`src/rtl/mcycle_controller.sv`:
```
// Multi-cycle instruction sequencer: fetch, decode, operand load, execute, memory, writeback, branch.
// Optional macro CTRL_MEM_HANDSHAKE_EN: FETCH/MEM_ACC end on mem_ready instead of a MEM_LAT counter.
module mcycle_controller #(
    parameter int MEM_LAT = 1,
    parameter int FLAG_W  = 5
) (
    input  logic              clk,
    input  logic              reset,
    input  logic [3:0]        op,
    input  logic [3:0]        op_ext,
    input  logic [3:0]        cond,
    input  logic [FLAG_W-1:0] flags,
    input  logic              mem_ready,
    output logic              instr_write,
    output logic              mem_write,
    output logic              reg_write,
    output logic              flag_write,
    output logic              new_alu_input,
    output logic              wb_sel,
    output logic              data_to_write_sel,
    output logic [1:0]        alu_src1_sel,
    output logic [1:0]        alu_src2_sel,
    output logic [1:0]        pc_src,
    output logic              pc_en,
    output logic              illegal,
    output logic [3:0]        state_dbg
);
    typedef enum logic [3:0] {
        FETCH     = 4'd0,
        DECODE    = 4'd1,
        LOAD_OPS  = 4'd2,
        ALU_EX    = 4'd3,
        WRITEBACK = 4'd4,
        MEM_ACC   = 4'd5,
        LOAD_WB   = 4'd6,
        JAL_LINK  = 4'd7,
        BRANCH    = 4'd8,
        PC_INCR   = 4'd9
    } state_t;

    state_t state, nextState;
    logic   accessDone;
    logic   inWait;

    assign inWait = (state == FETCH) || (state == MEM_ACC);

`ifdef CTRL_MEM_HANDSHAKE_EN
    assign accessDone = mem_ready;
`else
    localparam logic [3:0] WAIT_LAST = 4'(MEM_LAT - 1);
    logic [3:0] waitCnt;
    logic       unusedMemReady;

    assign unusedMemReady = mem_ready;
    assign accessDone     = (waitCnt == WAIT_LAST);

    // Counts elapsed cycles of the current memory wait; cleared whenever a wait ends or is left.
    always_ff @(posedge clk) begin
        if (reset) begin
            waitCnt <= '0;
        end else if (inWait && !accessDone) begin
            waitCnt <= waitCnt + 4'd1;
        end else begin
            waitCnt <= '0;
        end
    end
`endif

    // Instruction classes; register ALU ops are selected by op_ext, immediate ALU ops by op.
    logic [3:0] aluCode;
    logic isRegAlu, isImmAlu, isShift, isShiftImm, isLoad, isStor, isJal, isJcond, isBcond;
    logic isAluLike, isMov, isArith, isCmp, useImm;

    assign aluCode    = (op == 4'b0000) ? op_ext : op;
    assign isRegAlu   = (op == 4'b0000) && (op_ext inside {4'b0001, 4'b0010, 4'b0011, 4'b0101, 4'b0110,
                                                           4'b0111, 4'b1001, 4'b1010, 4'b1011, 4'b1101});
    assign isImmAlu   = op inside {4'b0001, 4'b0010, 4'b0011, 4'b0101, 4'b0111,
                                   4'b1001, 4'b1010, 4'b1011, 4'b1101, 4'b1111};
    assign isShift    = (op == 4'b1000) && (op_ext inside {4'b0000, 4'b0001, 4'b0010, 4'b0011, 4'b0100, 4'b0110});
    assign isShiftImm = isShift && (op_ext[3:2] == 2'b00);
    assign isLoad     = (op == 4'b0100) && (op_ext == 4'b0000);
    assign isStor     = (op == 4'b0100) && (op_ext == 4'b0100);
    assign isJal      = (op == 4'b0100) && (op_ext == 4'b1000);
    assign isJcond    = (op == 4'b0100) && (op_ext == 4'b1100);
    assign isBcond    = (op == 4'b1100);
    assign isAluLike  = isRegAlu || isImmAlu;
    assign isMov      = isAluLike && (aluCode == 4'b1101);
    assign isArith    = isAluLike && (aluCode inside {4'b0101, 4'b0110, 4'b0111, 4'b1001, 4'b1010, 4'b1011});
    assign isCmp      = isAluLike && (aluCode == 4'b1011);
    assign useImm     = isImmAlu || isShiftImm;

    logic flagN, flagZ, flagF, flagL, flagC, condTrue;
    assign {flagN, flagZ, flagF, flagL, flagC} = flags[4:0];

    always_comb begin
        condTrue = 1'b0;
        case (cond)
            4'b0000: condTrue = flagZ;
            4'b0001: condTrue = !flagZ;
            4'b0010: condTrue = flagC;
            4'b0011: condTrue = !flagC;
            4'b0100: condTrue = flagL;
            4'b0101: condTrue = !flagL;
            4'b0110: condTrue = flagN;
            4'b0111: condTrue = !flagN;
            4'b1000: condTrue = flagF;
            4'b1001: condTrue = !flagF;
            4'b1010: condTrue = !flagL && !flagZ;
            4'b1011: condTrue = flagL || flagZ;
            4'b1100: condTrue = !flagN && !flagZ;
            4'b1101: condTrue = flagN || flagZ;
            4'b1110: condTrue = 1'b1;
            default: condTrue = 1'b0;
        endcase
    end

    always_ff @(posedge clk) begin
        if (reset) begin
            state <= FETCH;
        end else begin
            state <= nextState;
        end
    end

    always_comb begin
        nextState         = state;
        instr_write       = 1'b0;
        mem_write         = 1'b0;
        reg_write         = 1'b0;
        flag_write        = 1'b0;
        new_alu_input     = 1'b0;
        wb_sel            = 1'b0;
        data_to_write_sel = 1'b0;
        alu_src1_sel      = 2'b00;
        alu_src2_sel      = 2'b00;
        pc_src            = 2'b00;
        pc_en             = 1'b0;
        illegal           = 1'b0;
        case (state)
            FETCH: begin
                if (accessDone) begin
                    instr_write = 1'b1;
                    nextState   = DECODE;
                end
            end
            DECODE: begin
                if (isAluLike || isShift || isLoad || isStor || isJal) begin
                    nextState = LOAD_OPS;
                end else if (isBcond || isJcond) begin
                    nextState = BRANCH;
                end else begin
                    illegal   = 1'b1;
                    nextState = PC_INCR;
                end
            end
            LOAD_OPS: begin
                new_alu_input = 1'b1;
                if (isLoad || isStor)  nextState = MEM_ACC;
                else if (isJal)        nextState = JAL_LINK;
                else                   nextState = ALU_EX;
            end
            ALU_EX: begin
                alu_src1_sel = isMov ? 2'b10 : 2'b01;
                alu_src2_sel = useImm ? 2'b01 : 2'b00;
                flag_write   = isArith;
                nextState    = isCmp ? PC_INCR : WRITEBACK;
            end
            WRITEBACK: begin
                reg_write = 1'b1;
                nextState = PC_INCR;
            end
            MEM_ACC: begin
                mem_write = isStor;
                if (accessDone) nextState = isLoad ? LOAD_WB : PC_INCR;
            end
            LOAD_WB: begin
                wb_sel    = 1'b1;
                reg_write = 1'b1;
                nextState = PC_INCR;
            end
            JAL_LINK: begin
                // Link write and jump share one cycle, so the PC must not also be incremented.
                data_to_write_sel = 1'b1;
                reg_write         = 1'b1;
                pc_src            = 2'b01;
                pc_en             = 1'b1;
                nextState         = FETCH;
            end
            BRANCH: begin
                if (condTrue) begin
                    pc_en     = 1'b1;
                    pc_src    = isBcond ? 2'b10 : 2'b01;
                    nextState = FETCH;
                end else begin
                    nextState = PC_INCR;
                end
            end
            PC_INCR: begin
                pc_en     = 1'b1;
                nextState = FETCH;
            end
            default: nextState = FETCH;
        endcase
    end

    assign state_dbg = state;
endmodule

```
`config.mk`:
```
export PLATFORM = sky130hd
export DESIGN_NAME = mcycle_controller
export DESIGN_NICKNAME = d
export VERILOG_FILES = /design/src/rtl/mcycle_controller.sv
export SDC_FILE = /design/constraint.sdc
export NUM_CORES = 1
export LEC_CHECK = 0
export ABC_AREA = 0
export ABC_CLOCK_PERIOD_IN_PS = 2100
export BUFFER_PORTS_ARGS = -buffer_cell sky130_fd_sc_hd__buf_4
export CAP_MARGIN = 5
export CELL_PAD_IN_SITES_DETAIL_PLACEMENT = 1
export CELL_PAD_IN_SITES_GLOBAL_PLACEMENT = 1
export CORE_MARGIN = 5
export CORE_UTILIZATION = 34
export CTS_BUF_LIST = sky130_fd_sc_hd__clkbuf_16
export CTS_CLUSTER_DIAMETER = 40
export DETAILED_ROUTE_END_ITERATION = 7
export PLACE_DENSITY_LB_ADDON = 0.1
export SYNTH_ARGS = -nofsm -noshare
export SYNTH_HDL_FRONTEND = slang
export SYNTH_SLANG_ARGS = --single-unit
```
`constraint.sdc`:
```
create_clock -name clk -period 2.1 [get_ports clk]
set_clock_uncertainty 0.1 [all_clocks]
set_input_delay 0.105 -clock clk [delete_from_list [all_inputs] [get_ports clk]]
set_output_delay 0.105 -clock clk [all_outputs]
set_load 0.05 [all_outputs]
```
==> out/qor.txt <==
status: finished clean
fraction of layout instances using a drive strength above 1: 37.9%
CTS buffer count: 3
# IOs: 39
syn_area_per_cell: 7.08 um2
CTS tree: yes
min Tclk post-route: 1950 ps
hold buffers post-CTS: 0
DR vias/cell: 5.44
total power: 0.00124 W
via total after detailed routing: 1142
GRT Total Usage: 16.0%
first-pass GRT wire length: 5.55 mm
r2r setup slk: 210 ps
drt total wl: 3.25 mm
Post-synth EDFFs: 0
CP arrival: 1740 ps
Finished Core Util: 47.5%
number of global-route vias before repair: 1192
Distinct cells, synth: 51
Detailed Place HPWL: 2.62 mm
gr ovfl total: 0
full die area: 4290 um2
antenna diode count: 0
Root Buffer Master: clkbuf_16
CTS resizes: 0
# Post-CTS Setup Buffers: 0
Worst Path Required: 1890 ps
cells on worst reg2reg path: 8
setup ws final: 154 ps
asr flop ratio synth: 0%
Starting Density: 34.9%
max-cap violations: 0
setup slack at placement: 210 ps
period utilization: 92.7%
fin. max-slew vios: 0
CP max FO: 9
Yosys reg bits: 8
Leak: 0.583 nW
CP endpoint kind: output pin
Netlist Area Pre-Place: 1050 um2
syn nets: 170
GP Congestion: 0.845
Clock Tree Buf Depth: 2
Die X-Extent: 65.5 um
Final Setup Violations: 0
initial antenna violation count: 0
Hold WC Path Type: in2reg
worst r2r dst: state_dbg[0]$_SDFFE_PP0P_
Synth Warn #: 0
Worst setup SP type: flop
commonest non-fill, non-tap cells in the layout: 36 x buf_4, 22 x nor2_1, 11 x inv_1
Pre-antenna DRT Iters: 4
Crit Path Class: reg2out
number of routed nets with antenna violations: 0
H-tree levels: 1
fin nets: 200
Area growth syn-to-layout: 36.2%
clock sink total: 8
DRC viols: 0
Final Non-Filler Cells: 210
DIE HEIGHT: 65.5 um
Cells after Synth: 148
placed cell count: 206
Core Area: 3000 um2
power per cell area: 871 nW/um2
Setup crit start: state_dbg[0]$_SDFFE_PP0P_
WL/cell: 15.5 um
initial DRC count: 90
Final Hold Viols: 0
Clk pin slew, worst setup/hold paths: 40 ps
IO Port Bufs: 36
commonest non-fill, non-tap cell in the layout: buf_4
Max Freq: 0.514 GHz
RSZ-0062 raised after global routing: no
worst r2r src: waitCnt[0]$_SDFF_PP0_
Top FF cell, synth: dfxtp_1
Seq/Total Area, Yosys: 15.3%
CP Capture Point: illegal
setup TNS: 0 ps
largest net degree at the start of global routing: 11
num rows: 20
maximum vdd drop: 0.662 mV
clk_lat worst skew: 230 ps
kinds of logic (layout without fill, tap and decap cells):
kind of cell / Yosys count / in the layout / synth area share, %
buffers and inverters: 21 / 50 / 11.0
AOI/OAI and AO/OA: 34 / 34 / 25.3
other: 1 / 1 / 0.358
muxes: 1 / 1 / 0.955
and+or+nand+nor: 75 / 75 / 39.7
adders and majority gates: 2 / 2 / 2.39
DFF: 8 / 8 / 15.3
xor gates and xnor gates: 6 / 6 / 5.01
final cells by class:
| cell class | instances | area (um2) |
|---|---|---|
| inverters | 10 | 37.5 |
| flip-flops and latches | 8 | 168 |
| repair buffers | 36 | 270 |
| clock buffers | 3 | 75.1 |
| well taps | 33 | 41.3 |
| fillers | 385 | 1580 |
| multi-input cells | 119 | 832 |
| clock inverters | 1 | 3.75 |
worst min path at each step:
stage,start,to,slack (ps),depth (start not counted)
floorplan,reset,state_dbg[3]$_SDFFE_PP0P_,180,2
global placement,reset,state_dbg[3]$_SDFFE_PP0P_,290,3
detailed placement,reset,state_dbg[1]$_SDFFE_PP0P_,300,3
CTS,reset,state_dbg[3]$_SDFFE_PP0P_,60,3
global route,reset,state_dbg[3]$_SDFFE_PP0P_,80,3
finish,reset,state_dbg[3]$_SDFFE_PP0P_,60,3
metrics by stage:
stage | hold slack, ps | instance area (um2)
final | 59.1 | 1430
after global routing | 75.1 | 1430
after CTS | 62.3 | 1430
after detailed placement | 300 | 1350
after global placement | 295 | 1350
after floorplan | 181 | 1120
registers in the layout, indices dropped and copies added (netlist names):
register / count
state_dbg: 4
waitCnt: 4
critical path, stage by stage, from the launching register on:
cell and delay [ps]:
dfxtp_4 400, inv_1 150, nor2_2 200, nand2_1 150, nor4_4 360, buf_4 260
per-layer routing:
metal / routed length [um] / global-route usage [%] / share of wire (%) / vias to the layer above
li1: - / - / - / 578
met1: 1460 / 19.4 / 45 / 538
met2: 1610 / 28.4 / 49 / 21
met3: 142 / 2.56 / 4.4 / 5
met4: 44 / 5.44 / 1.4 / 0
met5: 0 / 0 / 0 / -
power by group:
| group | switching (W) | internal [W] | total, W | leakage [nW] |
|---|---|---|---|---|
| Sequential | 0.0000631 | 0.000183 | 0.000246 | 0.0669 |
| Clock | 0.0000759 | 0.000248 | 0.000324 | 0.0423 |
| Combinational | 0.000440 | 0.000233 | 0.000674 | 0.474 |
| Total | 0.000579 | 0.000664 | 0.00124 | 0.583 |
Yosys cell counts, types with 3 or more instances:
master	number	share of area [%]
buf_4	4	2.9
nor4b_1	3	2.5
nor2_1	25	8.9
xnor2_1	3	2.5
nor2b_1	3	1.8
a21oi_1	6	2.9
nand2_1	11	3.9
inv_1	10	3.6
xor2_1	3	2.5
dfxtp_1	8	15
o22ai_1	3	1.8
nor3_1	7	3.3
buf_2	5	2.4
a31oi_1	5	3.0
nand3_1	5	2.4
(Power assumes the default switching activity.)
